### config.mk
export PLATFORM = sky130hd
export DESIGN_NAME = sequential_arithmetic_unit_flat
export DESIGN_NICKNAME = d
export VERILOG_FILES = /design/src/rtl/sequential_arithmetic_unit_if.sv /design/src/rtl/sequential_arithmetic_unit.sv /design/src/flat_wrapper.sv
export SDC_FILE = /design/constraint.sdc
export NUM_CORES = 1
export LEC_CHECK = 0
export ABC_AREA = 0
export BUFFER_PORTS_ARGS = -buffer_cell sky130_fd_sc_hd__buf_2
export CAP_MARGIN = 30
export CORE_UTILIZATION = 65
export CTS_CLUSTER_SIZE = 8
export DETAILED_ROUTE_END_ITERATION = 10
export GPL_TIMING_DRIVEN = 0
export HOLD_SLACK_MARGIN = 0.12
export PLACE_DENSITY_LB_ADDON = 0.08
export SYNTH_ARGS = -nofsm -noshare
export SYNTH_HDL_FRONTEND = slang
export SYNTH_SLANG_ARGS = --single-unit
### constraint.sdc
create_clock -name _clk -period 8.4 [get_ports _clk]
set_clock_uncertainty 0.1 [all_clocks]
set_input_delay 1.68 -clock _clk [delete_from_list [all_inputs] [get_ports _clk]]
set_output_delay 1.68 -clock _clk [all_outputs]
set_load 0.02 [all_outputs]
### src/rtl/sequential_arithmetic_unit_if.sv
`default_nettype none
// ============================================================================
// Module      : sequential_arithmetic_unit_if
// Description : Request/response bundle for sequential_arithmetic_unit.
//               master = requester/consumer side, slave = arithmetic unit.
//               Request : _inValid/inReady, _valA, _valB, _funcCode
//               Response: outValid/_outReady, result, resultHi, overflow,
//                         compareBit, illegalOp
// Revision    : 1.0 - initial release
// ============================================================================
interface sequential_arithmetic_unit_if #(
  parameter int DATA_WIDTH = 16,
  parameter int FUNC_WIDTH = 4
);
  logic                  _inValid;
  logic                  inReady;
  logic [DATA_WIDTH-1:0] _valA;
  logic [DATA_WIDTH-1:0] _valB;
  logic [FUNC_WIDTH-1:0] _funcCode;
  logic                  outValid;
  logic                  _outReady;
  logic [DATA_WIDTH-1:0] result;
  logic [DATA_WIDTH-1:0] resultHi;
  logic                  overflow;
  logic                  compareBit;
  logic                  illegalOp;

  modport master (
    output _inValid, _valA, _valB, _funcCode, _outReady,
    input  inReady, outValid, result, resultHi, overflow, compareBit, illegalOp
  );

  modport slave (
    input  _inValid, _valA, _valB, _funcCode, _outReady,
    output inReady, outValid, result, resultHi, overflow, compareBit, illegalOp
  );
endinterface
`default_nettype wire

### src/rtl/sequential_arithmetic_unit.sv
`default_nettype none
// ============================================================================
// Module      : sequential_arithmetic_unit
// Description : Handshaked ALU. Logic/add/shift/compare ops register their
//               result one cycle after accept; MUL (and DIVU/REMU when
//               SEQ_ALU_DIVIDE_EN is defined) iterate over DATA_WIDTH cycles.
//               The result is held until the consumer accepts it.
// Ports       : _clk, _reset (sync, active-high), bus (slave modport of
//               sequential_arithmetic_unit_if)
// Config      : SEQ_ALU_DIVIDE_EN - include the restoring divider
// Revision    : 1.0 - initial release
// ============================================================================
module sequential_arithmetic_unit #(
  parameter int DATA_WIDTH = 16,
  parameter int FUNC_WIDTH = 4
) (
  input  wire logic                     _clk,
  input  wire logic                     _reset,
  sequential_arithmetic_unit_if.slave   bus
);
  localparam int CW  = $clog2(DATA_WIDTH) + 1;
  localparam int SHW = $clog2(DATA_WIDTH);
  localparam int MSB = DATA_WIDTH - 1;

  localparam logic [FUNC_WIDTH-1:0] c_op_add  = FUNC_WIDTH'(0);
  localparam logic [FUNC_WIDTH-1:0] c_op_sub  = FUNC_WIDTH'(1);
  localparam logic [FUNC_WIDTH-1:0] c_op_and  = FUNC_WIDTH'(2);
  localparam logic [FUNC_WIDTH-1:0] c_op_or   = FUNC_WIDTH'(3);
  localparam logic [FUNC_WIDTH-1:0] c_op_xor  = FUNC_WIDTH'(4);
  localparam logic [FUNC_WIDTH-1:0] c_op_sll  = FUNC_WIDTH'(5);
  localparam logic [FUNC_WIDTH-1:0] c_op_srl  = FUNC_WIDTH'(6);
  localparam logic [FUNC_WIDTH-1:0] c_op_sra  = FUNC_WIDTH'(7);
  localparam logic [FUNC_WIDTH-1:0] c_op_slt  = FUNC_WIDTH'(8);
  localparam logic [FUNC_WIDTH-1:0] c_op_sltu = FUNC_WIDTH'(9);
  localparam logic [FUNC_WIDTH-1:0] c_op_mul  = FUNC_WIDTH'(10);
`ifdef SEQ_ALU_DIVIDE_EN
  localparam logic [FUNC_WIDTH-1:0] c_op_divu = FUNC_WIDTH'(12);
  localparam logic [FUNC_WIDTH-1:0] c_op_remu = FUNC_WIDTH'(13);
`endif

  localparam logic [1:0] c_st_idle = 2'd0;
  localparam logic [1:0] c_st_iter = 2'd1;
  localparam logic [1:0] c_st_done = 2'd2;

  logic [1:0]            r_state, w_next_state;
  logic [CW-1:0]         r_cnt;
  logic [DATA_WIDTH-1:0] r_a, r_b, r_acc, r_q;
  logic [DATA_WIDTH-1:0] r_result, r_result_hi;
  logic                  r_overflow, r_compare, r_illegal;
`ifdef SEQ_ALU_DIVIDE_EN
  logic [FUNC_WIDTH-1:0] r_func;
`endif

  logic w_accept, w_is_mul, w_is_div, w_div_zero, w_iterative, w_last;

  assign w_accept = bus._inValid && (r_state == c_st_idle);
  assign w_is_mul = (bus._funcCode == c_op_mul);
  assign w_last   = (r_cnt == CW'(1));
`ifdef SEQ_ALU_DIVIDE_EN
  assign w_is_div   = (bus._funcCode == c_op_divu) || (bus._funcCode == c_op_remu);
  assign w_div_zero = w_is_div && (bus._valB == '0);
`else
  assign w_is_div   = 1'b0;
  assign w_div_zero = 1'b0;
`endif
  // Divide by zero has a fixed answer and bypasses the iteration.
  assign w_iterative = w_is_mul || (w_is_div && !w_div_zero);

  // ---------------- FSM: state register ----------------
  always_ff @(posedge _clk) begin
    if (_reset) r_state <= c_st_idle;
    else        r_state <= w_next_state;
  end

  // ---------------- FSM: next state ----------------
  always_comb begin
    w_next_state = r_state;
    case (r_state)
      c_st_idle: if (w_accept) w_next_state = w_iterative ? c_st_iter : c_st_done;
      c_st_iter: if (w_last)   w_next_state = c_st_done;
      c_st_done: if (bus._outReady) w_next_state = c_st_idle;
      default:   w_next_state = c_st_idle;
    endcase
  end

  // ---------------- FSM: outputs ----------------
  always_comb begin
    bus.inReady    = (r_state == c_st_idle);
    bus.outValid   = (r_state == c_st_done);
    bus.result     = r_result;
    bus.resultHi   = r_result_hi;
    bus.overflow   = r_overflow;
    bus.compareBit = r_compare;
    bus.illegalOp  = r_illegal;
  end

  // ---------------- single-cycle datapath ----------------
  logic [DATA_WIDTH-1:0] w_sum, w_diff, w_sc_result;
  logic [SHW-1:0]        w_shamt;
  logic                  w_lt_s, w_lt_u, w_sc_ovf, w_sc_cmp, w_sc_illegal;

  assign w_sum   = bus._valA + bus._valB;
  assign w_diff  = bus._valA - bus._valB;
  assign w_shamt = bus._valB[SHW-1:0];
  assign w_lt_s  = $signed(bus._valA) < $signed(bus._valB);
  assign w_lt_u  = bus._valA < bus._valB;

  always_comb begin
    w_sc_result  = '0;
    w_sc_ovf     = 1'b0;
    w_sc_cmp     = (bus._valA == bus._valB);
    w_sc_illegal = 1'b0;
    case (bus._funcCode)
      c_op_add: begin
        w_sc_result = w_sum;
        w_sc_ovf    = (bus._valA[MSB] == bus._valB[MSB]) && (w_sum[MSB] != bus._valA[MSB]);
      end
      c_op_sub: begin
        // Subtraction adds ~B, so the operand sign compared against is inverted.
        w_sc_result = w_diff;
        w_sc_ovf    = (bus._valA[MSB] != bus._valB[MSB]) && (w_diff[MSB] != bus._valA[MSB]);
      end
      c_op_and:  w_sc_result = bus._valA & bus._valB;
      c_op_or:   w_sc_result = bus._valA | bus._valB;
      c_op_xor:  w_sc_result = bus._valA ^ bus._valB;
      c_op_sll:  w_sc_result = bus._valA << w_shamt;
      c_op_srl:  w_sc_result = bus._valA >> w_shamt;
      c_op_sra:  w_sc_result = $signed(bus._valA) >>> w_shamt;
      c_op_slt: begin
        w_sc_result = {{(DATA_WIDTH-1){1'b0}}, w_lt_s};
        w_sc_cmp    = w_lt_s;
      end
      c_op_sltu: begin
        w_sc_result = {{(DATA_WIDTH-1){1'b0}}, w_lt_u};
        w_sc_cmp    = w_lt_u;
      end
      c_op_mul: w_sc_result = '0;  // produced by the iterative path
`ifdef SEQ_ALU_DIVIDE_EN
      // Only reached as single-cycle ops when the divisor is zero.
      c_op_divu: w_sc_result = '1;
      c_op_remu: w_sc_result = bus._valA;
`endif
      default: w_sc_illegal = 1'b1;
    endcase
  end

  // ---------------- iterative step ----------------
  // MUL: {r_acc, r_q} is the product shifting right; r_q starts as multiplier.
  // DIV: r_acc is the partial remainder, r_q shifts the dividend out and the
  //      quotient in.
  logic [DATA_WIDTH:0]   w_mul_sum;
  logic [DATA_WIDTH-1:0] w_step_acc, w_step_q, w_iter_lo, w_iter_hi;

  assign w_mul_sum = {1'b0, r_acc} + (r_q[0] ? {1'b0, r_a} : '0);

`ifdef SEQ_ALU_DIVIDE_EN
  logic [DATA_WIDTH:0]   w_div_shift;
  logic [DATA_WIDTH+1:0] w_div_diff;
  assign w_div_shift = {r_acc, r_q[MSB]};
  assign w_div_diff  = {1'b0, w_div_shift} - {2'b00, r_b};
`endif

  always_comb begin
    w_step_acc = w_mul_sum[DATA_WIDTH:1];
    w_step_q   = {w_mul_sum[0], r_q[MSB:1]};
    w_iter_lo  = w_step_q;
    w_iter_hi  = w_step_acc;
`ifdef SEQ_ALU_DIVIDE_EN
    if (r_func != c_op_mul) begin
      if (!w_div_diff[DATA_WIDTH+1]) begin
        w_step_acc = w_div_diff[MSB:0];
        w_step_q   = {r_q[MSB-1:0], 1'b1};
      end else begin
        w_step_acc = w_div_shift[MSB:0];
        w_step_q   = {r_q[MSB-1:0], 1'b0};
      end
      w_iter_lo = (r_func == c_op_divu) ? w_step_q : w_step_acc;
      w_iter_hi = '0;
    end
`endif
  end

  // ---------------- datapath registers ----------------
  always_ff @(posedge _clk) begin
    if (_reset) begin
      r_cnt       <= '0;
      r_a         <= '0;
      r_b         <= '0;
      r_acc       <= '0;
      r_q         <= '0;
      r_result    <= '0;
      r_result_hi <= '0;
      r_overflow  <= 1'b0;
      r_compare   <= 1'b0;
      r_illegal   <= 1'b0;
`ifdef SEQ_ALU_DIVIDE_EN
      r_func      <= '0;
`endif
    end else if (r_state == c_st_idle && w_accept) begin
      r_a <= bus._valA;
      r_b <= bus._valB;
`ifdef SEQ_ALU_DIVIDE_EN
      r_func <= bus._funcCode;
`endif
      if (w_iterative) begin
        r_cnt <= CW'(DATA_WIDTH);
        r_acc <= '0;
        r_q   <= w_is_mul ? bus._valB : bus._valA;
      end else begin
        r_result    <= w_sc_result;
        r_result_hi <= '0;
        r_overflow  <= w_sc_ovf;
        r_compare   <= w_sc_cmp;
        r_illegal   <= w_sc_illegal;
      end
    end else if (r_state == c_st_iter) begin
      r_cnt <= r_cnt - CW'(1);
      r_acc <= w_step_acc;
      r_q   <= w_step_q;
      if (w_last) begin
        r_result    <= w_iter_lo;
        r_result_hi <= w_iter_hi;
        r_overflow  <= 1'b0;
        r_compare   <= (r_a == r_b);
        r_illegal   <= 1'b0;
      end
    end
  end
endmodule
`default_nettype wire
### src/flat_wrapper.sv
// flat-port wrapper written by rule: the top's interface ports become plain ports
module sequential_arithmetic_unit_flat 
#(
  parameter int DATA_WIDTH = 16,
  parameter int FUNC_WIDTH = 4
)
  (_clk, _reset, bus__inValid, bus__valA, bus__valB, bus__funcCode, bus__outReady, bus_inReady, bus_outValid, bus_result, bus_resultHi, bus_overflow, bus_compareBit, bus_illegalOp);
  sequential_arithmetic_unit_if #(.DATA_WIDTH(DATA_WIDTH), .FUNC_WIDTH(FUNC_WIDTH)) bus_i ();
  input  wire logic _clk;
  input  wire logic _reset;
  input wire logic [$bits(bus_i._inValid)-1:0] bus__inValid;
  input wire logic [$bits(bus_i._valA)-1:0] bus__valA;
  input wire logic [$bits(bus_i._valB)-1:0] bus__valB;
  input wire logic [$bits(bus_i._funcCode)-1:0] bus__funcCode;
  input wire logic [$bits(bus_i._outReady)-1:0] bus__outReady;
  output wire logic [$bits(bus_i.inReady)-1:0] bus_inReady;
  output wire logic [$bits(bus_i.outValid)-1:0] bus_outValid;
  output wire logic [$bits(bus_i.result)-1:0] bus_result;
  output wire logic [$bits(bus_i.resultHi)-1:0] bus_resultHi;
  output wire logic [$bits(bus_i.overflow)-1:0] bus_overflow;
  output wire logic [$bits(bus_i.compareBit)-1:0] bus_compareBit;
  output wire logic [$bits(bus_i.illegalOp)-1:0] bus_illegalOp;
  assign bus_i._inValid = bus__inValid;
  assign bus_i._valA = bus__valA;
  assign bus_i._valB = bus__valB;
  assign bus_i._funcCode = bus__funcCode;
  assign bus_i._outReady = bus__outReady;
  assign bus_inReady = bus_i.inReady;
  assign bus_outValid = bus_i.outValid;
  assign bus_result = bus_i.result;
  assign bus_resultHi = bus_i.resultHi;
  assign bus_overflow = bus_i.overflow;
  assign bus_compareBit = bus_i.compareBit;
  assign bus_illegalOp = bus_i.illegalOp;
  sequential_arithmetic_unit #(.DATA_WIDTH(DATA_WIDTH), .FUNC_WIDTH(FUNC_WIDTH)) u_core (._clk(_clk), ._reset(_reset), .bus(bus_i));
endmodule
==> key figures <==
Synth
  • Seq cells post-synth: 106
  • Distinct cells, synth: 81
  • Synth Net Count: 1345
  • Synth top area share: around 23%
  • Mapped cell area: 9260 um2
  • Seq/Total Area, Yosys: 22.9%
  • Ys async rst share: 0%
  • Cell taking the most area after synthesis: dfxtp_1
  • Area contributors post-synth: dfxtp_1 (23%), ha_1 (9.7%), nand2_1 (7.5%)
  • Cells after synthesis: approximately 1200
  • Number of synthesized flops with an enable pin: 0
  • Average cell area after synthesis: 7.53 um2
  • Main flop type after synthesis: dfxtp_1
  • Synth warn: 0

CTS
  • CTS Hold Bufs: 0
  • # H-tree levels: 3
  • Clock Path Buffers: 2
  • Setup repair bufs after CTS: 0
  • Clk_lat worst skew: 0.36 ns
  • Num CTS Buffers: 9
  • # clock sinks: between 100 and 150
  • CTS Root Cell: clkbuf_16
  • Clock slew at reported path FFs: 0.07 ns
  • CTS tree: yes
  • Post-CTS sizing: 0

Route
  • WL final: 37100 um
  • DRC Markers: 0
  • Wire per inst: 24.8 um
  • Via density: 7.28
  • 1st-pass router iterations: 7
  • DRT iter0 DRCs: approximately 1900
  • Post-route ant nets: 0
  • Via Count: 10900

Setup path
  • Internal reg-to-reg setup slack: slightly above 5 ns
  • Critical R2R Launch: u_core.r_cnt[0]$_SDFFE_PP0P_
  • Path depth of the worst reg2reg path: 9
  • Max FO, Critical Path: 11
  • Crit start category: input pin
  • FF-to-FF End: u_core.bus.result[15]$_SDFFE_PP0P_
  • Crit path kind: input pin to flip-flop
  • Worst endpoint required time: 8.56 ns
  • Crit. End Element: flip-flop
  • Data arrival time of the worst path: approximately 5.5 ns

STA
  • Peak Freq: 0.189 GHz
  • RSZ-0062 raised after global routing: false
  • Setup Viol. Count Final: 0
  • Final Hold Viols: 0
  • Final setup TNS: 0 ns
  • Period Utilization, post-route: 63.1%
  • Post-route setup slack: 3.10 ns
  • Min Tclk post-route: 5.30 ns
  • Slew HR: 35.2%
  • Final Slew Violations: 0
  • Worst-margin pin slew: a little under 1 ns

Floorplan
  • # IOs: 77
  • Die Y: 121 um
  • Initial Utilization: 66.7%
  • Floorplan die width: 121 um
  • Die area: 14700 um2
  • Core box area: 13900 um2
  • # rows: 43

Place
  • Pre-CTS worst setup slack: about 2.9 ns
  • Placed Instances: 1484
  • Buffers added on ports: 74
  • Final weighted congestion in routability-driven placement: between 1 and 1.5
  • Dpl hpwl: about 28000 um

Min path
  • Hold path depth: 2
  • WHS Endpoint: u_core.bus.resultHi[6]$_SDFFE_PP0P_
  • Hold path startpoint: u_core.bus.resultHi[6]$_SDFFE_PP0P_
  • Worst min path class: flip-flop to flip-flop

Global routing
  • Vias in the first global route: 9760
  • Largest net degree at the start of global routing: 17
  • All-layer global routing usage: 50.3%
  • Global-route wire length before repair: 55700 um
  • Antenna violations before repair: 1
  • Total gr overflow: 0

Pwr
  • Lkg Pwr: 4.14 nW
  • Power per Cell Area: 136 nW/um2
  • Peak supply drop: between 0.0001 and 0.00015 V

Flow run
  • Max-Cap Viols: 0

Cells and area
  • Fin nets: 1430
  • Filler Cell Count: 1126
  • Share of cells above drive strength 1: 11.8%
  • Area Growth Syn to Fin: 9.35%
  • Non-filler cells, final: 1499

Status
  • Status: finished clean
power by group:
group          switching [W]  leakage, nW  internal, W
clock               0.000197        0.128     0.000209
sequential         0.0000174        0.862     0.000522
combinational       0.000289         3.15     0.000140
total               0.000503         4.14     0.000871
cell type report:
class / count / area (um2) / area share, %
multi-input combinational: 976 / 6540 / 64.6
sequential: 106 / 2120 / 21.0
buffer: 92 / 388 / 3.83
timing repair buffer: 74 / 370 / 3.66
clock buffer: 11 / 243 / 2.40
tap: 180 / 225 / 2.22
inverter: 56 / 210 / 2.08
clock inverter: 3 / 25.0 / 0.247
antenna: 1 / 2.50 / 0.0247
worst max path at each step:
stage	startpoint	end
2_1_floorplan	bus__valB[2]	u_core.bus.result[13]$_SDFFE_PP0P_
3_3_place_gp	bus__valB[2]	u_core.bus.compareBit$_SDFFE_PP0P_
3_5_place_dp	bus__valB[2]	u_core.bus.result[13]$_SDFFE_PP0P_
4_1_cts	bus__valB[2]	u_core.bus.result[13]$_SDFFE_PP0P_
5_1_grt	bus__valB[2]	u_core.bus.result[0]$_SDFFE_PP0P_
6_report	bus__valB[2]	u_core.bus.compareBit$_SDFFE_PP0P_
per-layer routing:
| metal | global-route usage, % | wire length [um] |
|---|---|---|
| met3 | 16.4 | 6040 |
| met5 | 0 | 0 |
| met2 | 73.9 | 15500 |
| met4 | 25.1 | 2170 |
| met1 | 65.6 | 13400 |
logic make-up (layout without fill, tap and decap cells):
family | Yosys count | after routing | share of synthesized area (%)
compound gates | 357 | 357 | 25.8
xor+xnor | 37 | 37 | 3.50
fa+ha+maj | 75 | 75 | 10.4
buf+inv | 148 | 236 | 6.46
flops | 106 | 106 | 22.9
mux | 54 | 54 | 8.14
other cells | 0 | 1 | 0
simple gates | 453 | 453 | 22.8
stage by stage:
stage                     hold slack, ns  utilization [%]  power [W]  cell area, um2
after floorplan                    0.336                -   0.000813            9260
after global placement             0.336             71.0   0.000946            9850
after detailed placement           0.341             71.0   0.000951            9850
after CTS                          0.349             72.9    0.00134           10100
after global routing               0.378             72.9    0.00141           10100
final                              0.350             72.9    0.00137           10100
worst max-delay path, stage by stage:
cell	delay, ns
buf_2	0.11
clkbuf_1	0.28
clkinv_1	0.36
clkbuf_1	0.39
ha_1	0.43
nand2b_1	0.18
a211oi_1	0.15
o41ai_2	0.47
a21oi_1	0.19
a2111oi_0	0.66
o21ai_1	0.27
a311oi_1	0.29
flip-flops by register name, summed over array words and instances (netlist names), 2 cells and up:
register,count
u_core.bus.resultHi,16
u_core.bus.result,16
u_core.r_a,16
u_core.r_acc,16
u_core.r_b,16
u_core.r_q,16
u_core.r_cnt,5
u_core.r_state,2
layout by cell type (no fill, tap or decap), drive strengths merged, types with 6 or more instances in the layout:
master  instances
nand2         184
a21oi         114
dfxtp         106
nor2          104
buf           104
clkbuf         73
ha             72
o21ai          60
inv            55
nor3           34
mux2i          28
nand3          26
a311oi         26
xnor2          25
and2           21
a211oi         17
mux4           16
a31oi          16
o211ai         16
nand2b         13
a21o           13
nand4          13
xor2           12
a221oi         10
mux2           10
and3            9
nor2b           8
nor4            8
o21a            8
o21bai          7
o31ai           7
a22oi           7
or3             6
Yosys cell counts (26+ instances only):
library cell  number
nor2_1           103
mux2i_1           28
dfxtp_1          106
nand2_1          184
ha_1              72
o21ai_0           56
clkbuf_1          62
a21oi_1          114
inv_1             53
nand3_1           26
nor3_1            34
Note: power is estimated with default switching activity, not from simulation.
